[src/rtl/prog_loader_if.sv]
// Byte-stream input and program-memory write port of the program loader.
// The master side feeds the stream; the slave side is the loader itself.
interface prog_loader_if #(
    parameter int ADDR_WIDTH = 8,
    parameter int DATA_WIDTH = 16
);
    logic                  start;
    logic [7:0]            rx_data;
    logic                  rx_valid;
    logic                  rx_ready;
    logic                  we;
    logic [ADDR_WIDTH-1:0] waddr;
    logic [DATA_WIDTH-1:0] wdata;
    logic                  cpu_hold;
    logic                  busy;
    logic                  done;
    logic                  error;

    modport master (
        output start, rx_data, rx_valid,
        input  rx_ready, we, waddr, wdata, cpu_hold, busy, done, error
    );

    modport slave (
        input  start, rx_data, rx_valid,
        output rx_ready, we, waddr, wdata, cpu_hold, busy, done, error
    );
endinterface

[src/rtl/prog_loader.sv]
// Loads a length-prefixed, XOR-checksummed byte stream into program memory
// one word at a time, holding the CPU in reset while a session is active.
module prog_loader #(
    parameter int ADDR_WIDTH = 8,
    parameter int DATA_WIDTH = 16
) (
    input logic         clk,
    input logic         rst,
    prog_loader_if.slave bus
);
    localparam int BYTES = DATA_WIDTH / 8;
    localparam int BW    = (BYTES > 1) ? $clog2(BYTES) : 1;
    localparam int IW    = ADDR_WIDTH + 1;
    localparam int CW    = (IW > 8) ? IW : 8;

    typedef enum logic [2:0] {IDLE, LEN, DATA, CHK, DONE, ERR} state_t;

    state_t                state;
    logic [7:0]            len;
    logic [7:0]            acc;
    logic [IW-1:0]         word_idx;
    logic [BW-1:0]         byte_idx;
    logic [DATA_WIDTH-1:0] shift;
    logic                  active;
    logic                  we_q;
    logic [ADDR_WIDTH-1:0] waddr_q;
    logic [DATA_WIDTH-1:0] wdata_q;
    logic                  done_q;
    logic                  error_q;

    logic                  take;
    logic                  too_big;
    logic                  last_byte;
    logic                  last_word;
    logic [DATA_WIDTH-1:0] word_next;

    // Word count L+1 exceeds the depth exactly when L >= 2^ADDR_WIDTH.
    assign take      = bus.rx_valid && active;
    assign too_big   = CW'(bus.rx_data) >= (CW'(1) << ADDR_WIDTH);
    assign last_byte = byte_idx == BW'(BYTES - 1);
    assign last_word = CW'(word_idx) == CW'(len);
    assign word_next = DATA_WIDTH'({shift, bus.rx_data});

    assign bus.rx_ready = active;
    assign bus.busy     = active;
    assign bus.cpu_hold = active;
    assign bus.we       = we_q;
    assign bus.waddr    = waddr_q;
    assign bus.wdata    = wdata_q;
    assign bus.done     = done_q;
    assign bus.error    = error_q;

    // NOTE: all state here is sequential, so every assignment is non-blocking;
    // reads within the block see the pre-edge values, which the datapath relies on.
    always_ff @(posedge clk or posedge rst) begin
        if (rst) begin
            state    <= IDLE;
            len      <= '0;
            acc      <= '0;
            word_idx <= '0;
            byte_idx <= '0;
            shift    <= '0;
            active   <= 1'b0;
            we_q     <= 1'b0;
            waddr_q  <= '0;
            wdata_q  <= '0;
            done_q   <= 1'b0;
            error_q  <= 1'b0;
        end else begin
            we_q <= 1'b0;
            case (state)
                IDLE, DONE, ERR: begin
                    if (bus.start) begin
                        state    <= LEN;
                        active   <= 1'b1;
                        done_q   <= 1'b0;
                        error_q  <= 1'b0;
                        word_idx <= '0;
                        byte_idx <= '0;
                        acc      <= '0;
                    end
                end
                LEN: begin
                    if (take) begin
                        len <= bus.rx_data;
                        acc <= bus.rx_data;
                        if (too_big) begin
                            state   <= ERR;
                            active  <= 1'b0;
                            error_q <= 1'b1;
                        end else begin
                            state <= DATA;
                        end
                    end
                end
                DATA: begin
                    if (take) begin
                        shift <= word_next;
                        acc   <= acc ^ bus.rx_data;
                        if (last_byte) begin
                            byte_idx <= '0;
                            we_q     <= 1'b1;
                            waddr_q  <= word_idx[ADDR_WIDTH-1:0];
                            wdata_q  <= word_next;
                            if (last_word) state <= CHK;
                            else           word_idx <= word_idx + 1'b1;
                        end else begin
                            byte_idx <= byte_idx + 1'b1;
                        end
                    end
                end
                CHK: begin
                    if (take) begin
                        active <= 1'b0;
                        if (bus.rx_data == acc) begin
                            state  <= DONE;
                            done_q <= 1'b1;
                        end else begin
                            state   <= ERR;
                            error_q <= 1'b1;
                        end
                    end
                end
                default: begin
                    state  <= IDLE;
                    active <= 1'b0;
                end
            endcase
        end
    end
endmodule

[src/flat_wrapper.sv]
// flat-port wrapper written by rule: the top's interface ports become plain ports
module prog_loader_flat 
#(
    parameter int ADDR_WIDTH = 8,
    parameter int DATA_WIDTH = 16
)
  (clk, rst, bus_start, bus_rx_data, bus_rx_valid, bus_rx_ready, bus_we, bus_waddr, bus_wdata, bus_cpu_hold, bus_busy, bus_done, bus_error);
  prog_loader_if #(.ADDR_WIDTH(ADDR_WIDTH), .DATA_WIDTH(DATA_WIDTH)) bus_i ();
  input logic clk;
  input logic rst;
  input wire logic [$bits(bus_i.start)-1:0] bus_start;
  input wire logic [$bits(bus_i.rx_data)-1:0] bus_rx_data;
  input wire logic [$bits(bus_i.rx_valid)-1:0] bus_rx_valid;
  output wire logic [$bits(bus_i.rx_ready)-1:0] bus_rx_ready;
  output wire logic [$bits(bus_i.we)-1:0] bus_we;
  output wire logic [$bits(bus_i.waddr)-1:0] bus_waddr;
  output wire logic [$bits(bus_i.wdata)-1:0] bus_wdata;
  output wire logic [$bits(bus_i.cpu_hold)-1:0] bus_cpu_hold;
  output wire logic [$bits(bus_i.busy)-1:0] bus_busy;
  output wire logic [$bits(bus_i.done)-1:0] bus_done;
  output wire logic [$bits(bus_i.error)-1:0] bus_error;
  assign bus_i.start = bus_start;
  assign bus_i.rx_data = bus_rx_data;
  assign bus_i.rx_valid = bus_rx_valid;
  assign bus_rx_ready = bus_i.rx_ready;
  assign bus_we = bus_i.we;
  assign bus_waddr = bus_i.waddr;
  assign bus_wdata = bus_i.wdata;
  assign bus_cpu_hold = bus_i.cpu_hold;
  assign bus_busy = bus_i.busy;
  assign bus_done = bus_i.done;
  assign bus_error = bus_i.error;
  prog_loader #(.ADDR_WIDTH(ADDR_WIDTH), .DATA_WIDTH(DATA_WIDTH)) u_core (.clk(clk), .rst(rst), .bus(bus_i));
endmodule
[config.mk]
export PLATFORM = sky130hd
export DESIGN_NAME = prog_loader_flat
export DESIGN_NICKNAME = d
export VERILOG_FILES = /design/src/rtl/prog_loader_if.sv /design/src/rtl/prog_loader.sv /design/src/flat_wrapper.sv
export SDC_FILE = /design/constraint.sdc
export NUM_CORES = 1
export LEC_CHECK = 0
export CORE_MARGIN = 3
export CORE_UTILIZATION = 40
export CTS_CLUSTER_SIZE = 20
export DETAILED_ROUTE_END_ITERATION = 10
export GPL_ROUTABILITY_DRIVEN = 1
export PLACE_DENSITY_LB_ADDON = 0.2
export SLEW_MARGIN = 20
export SYNTH_ARGS = -nofsm -noshare
export SYNTH_HDL_FRONTEND = slang
export SYNTH_SLANG_ARGS = --single-unit
[constraint.sdc]
create_clock -name clk -period 2.6 [get_ports clk]
set_clock_uncertainty 0.15 [all_clocks]
set_input_delay 0.52 -clock clk [delete_from_list [all_inputs] [get_ports clk]]
set_output_delay 0.52 -clock clk [all_outputs]
set_load 0.1 [all_outputs]
* Yosys cells after proc, flatten, opt, wreduce, memory -nomap -nowiden
Index checks and enable logic that the tools add are counted.
Operators by class: bitwise gates (word level) 2, muxes and demuxes 33, add/sub/neg operators 2, equality and inequality tests 16, reduce and logical (&&, ||, !) cells 17
Operators by type and width (number):
- 2-to-1 mux 9 bit | 4
- 2-to-1 mux 8 bit | 3
- case mux 8 bit (3 select lines) | 1
- 2-to-1 mux 3 bit | 6
- case mux 9 bit (2 select lines) | 1
- 2-to-1 mux 1 bit | 13
- inequality test 2 x 1 -> 1 bit, second input constant | 6
- case mux 3 bit (4 select lines) | 1
- AND reduction 4 bit | 3
- adder 9 x 1 -> 9 bit, second input constant | 1
- == test 9 x 8 -> 1 bit | 1
- AND reduction 3 bit | 3
- == test 8 bit | 1
- XOR 8 bit | 1
- == test 3 x 2 -> 1 bit, second input constant | 2
- == test 3 bit, second input constant | 2
- inequality test 2 bit, second input constant | 3
- case mux 1 bit (2 select lines) | 3
- AND reduction 6 bit | 1
- AND reduction 5 bit | 1
- AND reduction 2 bit | 2
- nonzero test 2 bit | 2
- == test 3 x 1 -> 1 bit, second input constant | 1
- logical NOT 3 bit | 1
- 7 further kinds | 7
Storage, ports and cells: register bits after elaboration 65, logic and storage cells 82

* Depth between registers and ports, before layout
depth after elaboration 5, gate-level depth with buffers 8

* Worst setup path before layout
OpenSTA, ideal clock, no wires.
path type register to register, start register u_core.active, in the netlist u_core.bus.busy, end register u_core.len[0], library setup time 0.125 ns, data arrival time 2.333 ns, path slack -0.008 ns, stages on the path, launching flop included 5, cells stage by stage dfrtp_1 > nand2_1 > or2_2 > nor2_2 > mux2_2
On the way: cells in the longest elaborated chain, start to end 2
RTL lines:
- start, declared | line prog_loader.sv:24 | logic active;
- start signal, assigned | line prog_loader.sv:63 | active <= 1'b0;
- start signal, assigned | line prog_loader.sv:75 | active <= 1'b1;
- start signal, assigned | line prog_loader.sv:89 | active <= 1'b0;
- logical AND 1 bit | line prog_loader.sv:38 | assign take = bus.rx_valid && active;
- AND reduction 2 bit (no line)
- end signal, assigned | line prog_loader.sv:85 | len <= bus.rx_data;
- end, declared | line prog_loader.sv:19 | logic [7:0] len;
No other way between the ends. A chain may end at the register's enable or synchronous reset.

* Worst setup path in the final report
start register u_core.word_idx[4], end register u_core.word_idx[4]
On the way: cells in the longest elaborated chain, start to end 5, elaborated cells on any way between the ends 8
RTL lines:
- start, declared | line prog_loader.sv:21 | logic [IW-1:0] word_idx;
- start signal, assigned | line prog_loader.sv:106 | else word_idx <= word_idx + 1'b1;
- adder 9 x 1 -> 9 bit | line prog_loader.sv:106
- 2-to-1 mux 9 bit | line prog_loader.sv:105 | if (last_word) state <= CHK;
- 2-to-1 mux 9 bit | line prog_loader.sv:100 | if (last_byte) begin
- 2-to-1 mux 9 bit | line prog_loader.sv:97 | if (take) begin
- case mux 9 bit (2 select lines) | line prog_loader.sv:71 | case (state)
Several ways; a longest one is shown, not always the timed one. The select of a mux whose other input is x is not followed.

==> run summary <==
The flow ran to the end, and the final reports show no timing, DRC or antenna violations. The shortest clock period the worst path allows after layout is 2.12 ns. After clock tree synthesis, the repair step resized 0 gates. After clock tree synthesis, the setup repair step added 0 buffers. After synthesis, the mean cell area works out to 11.9 um^2.

In the layout the commonest cells are 64 x dfrtp_1, 48 x buf_4, 30 x mux2_2. Counting the fill cells in the layout gives 678. The placed instances occupy a cell area of 3600 um^2.

Leakage component of the power: 1.74 nW. Summed over all failing endpoints, the final setup total negative slack is 0 ns. The logs give 6.75 mm for the post-detailed-routing wire length and 2.68 ns for the required time at the worst-slack endpoint. For the worst-skew pair, the clock arrives at the later sink with an insertion delay of 0.34 ns.

Summing the sequential cell areas from Yosys gives 52.3% of the chip area. In the routed design, unresolved DRC markers number 0. In this run, synthesis produced a sequential element count of 65. In this run the vertical extent of the chip is 94.2 um. The synthesized design contains 0 enable-type register cells. The final period utilization works out to 81.7%. After detailed routing, the average wire length per cell comes to 16.2 um. The number of antenna diodes in the final layout is 0. Entering global routing, the biggest net connects 47 pins.

The die is 94.2 um wide. Multiplexer cells account for 14.8% of the synthesized area. The run gives 2.20 ns as the arrival time reported for the critical path endpoint.

Power comes to 4.46 mW. Counting along the longest clock path gives a buffer depth of 2. For the initial antenna violation count, the log shows 0. Setup repair after global routing left no endpoint under its margin.

Broken down by cell family, the worst path's largest delay share belongs to simple AND/OR/NAND/NOR gates. The detailed router placed 2237 vias in this run. After clock tree synthesis, the clock-pin slew on the worst setup and hold paths is 0.07 ns. The count of nets left with antenna violations once routing finished came out at 0. Setup slack on the worst reg-to-reg path comes out at 0.48 ns. The number of port buffers was 41; the number of max-slew violations in the final report was 0.

The worst IR drop on VDD was 0.621 mV. Buffers inserted to repair hold after CTS numbered 0. Yosys attributes the largest share of cell area to dfrtp_1 52%, mux2_2 11%, xnor2_1 4.2%.

Actual transition at the worst max-transition pin: 0.452 ns. The cell count after synthesis came out at 262. Counting tap cells, the placed design contains a total of 401 instances.

After floorplanning, the core was sized to cover 7410 um^2. The tool flagged a number of max-cap violations equal to 0. The tools report the final HPWL from detailed placement as 4.70 mm. The highest fanout seen on the critical path was 16.

Layer carrying the most global-route usage: met2. The CTS H-tree depth is 3. Buffer cell driving the clock tree root: clkbuf_8. The tools report the global-route wire length before repair as 11.1 mm. After floorplanning, the core was divided into 31 placement rows. The tools report the clock sink total as 65. STA classifies the critical path endpoint as a register. Post-synthesis share of cell area spent on and, or, nand and nor gates: 9.16%. In this run the worst hold path is classified as reg2reg. TritonCTS built the clock tree.

Summing the areas of all xor and xnor instances in the mapped netlist gives 5.31% of the synthesized area. The synthesized design spends more area on one cell type than any other, namely dfrtp_1. The area of the mapped netlist is 3110 um^2. The run gives 87 as the number of DRC markers after the initial detailed-route iteration.

The worst setup path is launched from a register. Using the TritonRoute via totals, the vias-per-cell ratio works out to 5.36. The largest individual stage delay along the critical path comes from the cell or4_4. Leaving out fill and tap cells, the most frequent cell in the layout is dfrtp_1. The number of clock buffers added by TritonCTS is 9.

For the via count of the first global-routing pass, the log shows 2172. The initial core utilization is 42.0%. The kind of critical path is reg2reg. Number of detailed-routing iterations run before antenna repair: 5. The netlist uses 49 different library cells. The met3 capacity usage during global routing is 5.21%, and the post-route cell area is 3790 um^2. The synthesized net count is 275.

The area overhead of the layout relative to synthesis works out to 21.6%. In this run the tightest slew margin relative to its limit is 69.8%. The routability-driven placement congestion ratio was 0.825; the power per cell area was 1180 nW/um^2.

After synthesis, the largest family of logic cells by area is multiplexers. Share of flip-flops with an asynchronous set or reset after synthesis: 100%. Global routing finished with a remaining overflow of 0. Summing the areas of all fa, ha and maj instances in the mapped netlist gives 0.402% of the synthesized area. Timing would allow up to 0.471 GHz. Setup violations remaining at the end of the flow were counted as 0. At the end of the flow, the number of nets in the layout was 326. Top-area cell type share of the netlist area: 52.3%.

The largest single stage delay on the critical path is 0.61 ns. For this run, global-route usage on met2 was measured as 25.2%. For the number of hold violations in the final report, the log shows 0. Global routing consumed, on the met1 layer, 21.7% of the routing resources.

The run gives 16.3% as the global routing usage summed across all routing layers. Walking the worst path, the cells encountered are xnor2_1, nand3_1, or4_4, and4b_1, a211o_1. The worst path buffer plus inverter count was 0; the non-filler instance count after layout was 417. The share of layout cells above drive strength 1 is 32.7%, and the Yosys warning count is 0. The most used flip-flop cell after synthesis is dfrtp_1. The tools report the die outline area as 8880 um^2.

The fraction of the mapped netlist area in compound gates works out to 13.4%. Pin placement for this block handled 42 I/O pins.
==> per-stage QoR <==
step / hold WS, ns / setup slack, ns / utilization, %
finish: 0.339 / 0.476 / 51.1
global route: 0.341 / 0.362 / 51.1
CTS: 0.338 / 0.472 / 51.1
detailed placement: 0.323 / 0.154 / 48.6
global placement: 0.307 / 0.172 / 48.6
floorplan: 0.296 / 0.159 / -
==> sequential cells by signal, summed over array words and instances (netlist names) <==
| register | flops |
|---|---|
| u_core.bus.done | 1 |
| u_core.bus.we | 1 |
| u_core.bus.busy | 1 |
| u_core.bus.wdata | 16 |
| u_core.shift | 8 |
| u_core.byte_idx | 1 |
| u_core.bus.waddr | 8 |
| u_core.acc | 8 |
| u_core.len | 8 |
| u_core.word_idx | 9 |
| u_core.state | 3 |
| u_core.bus.error | 1 |
==> where the power goes <==
group          leakage (nW)  internal, mW  switching (mW)  total [mW]
logic                 0.788         0.660            1.37        2.03
clock network        0.0933         0.442           0.390       0.831
registers             0.856          1.32           0.271        1.60
==> worst register-to-register path, stage by stage, from the launching register on <==
cell	delay, ns
dfrtp_1	0.48
xnor2_1	0.20
nand3_1	0.08
or4_4	0.61
and4b_1	0.24
a211o_1	0.26
==> per-layer routing <==
layer  part of all wire (%)  routed length [um]
met5                      0                   0
met4                    1.3                  89
met3                    5.3                 356
met2                     46                3100
met1                     47                3200
==> path summary, 6_finish.rpt <==
| check | startpoint | end | cells past startpoint |
|---|---|---|---|
| setup / recovery | u_core.word_idx[4] | u_core.word_idx[4] | 5 |
| hold / removal | u_core.shift[1] | u_core.bus.wdata[9] | 1 |
| setup reg to reg | u_core.word_idx[4] | u_core.word_idx[4] | 5 |
| hold reg to reg | u_core.shift[1] | u_core.bus.wdata[9] | 1 |
| max in group asynchronous | rst | u_core.state[2] | 3 |
| min in group asynchronous | rst | u_core.bus.wdata[12] | 2 |
==> layout make-up <==
class	count	area [um^2]	area share [%]
multi-input cells	173	1340	35.4
inverters	4	15.0	0.397
repair buffers	60	490	13.0
clock inverters	5	56.3	1.49
clock buffers	11	131	3.47
flip-flops and latches	65	1630	43.0
well taps	99	124	3.27
==> cell usage after synthesis (2+ instances only) <==
cell type  instances
o21ai_0           26
o21a_1             3
inv_1              3
buf_4              3
a41o_1             2
and3_1             3
a32o_1             8
nor3_1             2
mux2_2            30
nor2_2             2
nor2_1             7
or3_1              2
nand2_1           14
buf_6              5
xor2_1             2
buf_1              2
mux2_1            10
a32oi_1            2
nand4_1            5
or2_2              2
clkbuf_1           5
xnor2_1           15
nand3_1            7
buf_2              5
nand2b_1           4
nor3b_1            2
a21oi_1            3
dfrtp_1           65
a22o_1             3
==> kinds of logic after synthesis <==
| logic type | count (synthesis) |
|---|---|
| flip-flops | 65 |
| AO/OA/AOI/OAI | 59 |
| AND/OR/NAND/NOR | 54 |
| multiplexers | 41 |
| buffers and inverters | 24 |
| XOR/XNOR | 18 |
| adder cells (fa/ha/maj) | 1 |
Power figures use the tool's default switching activity.
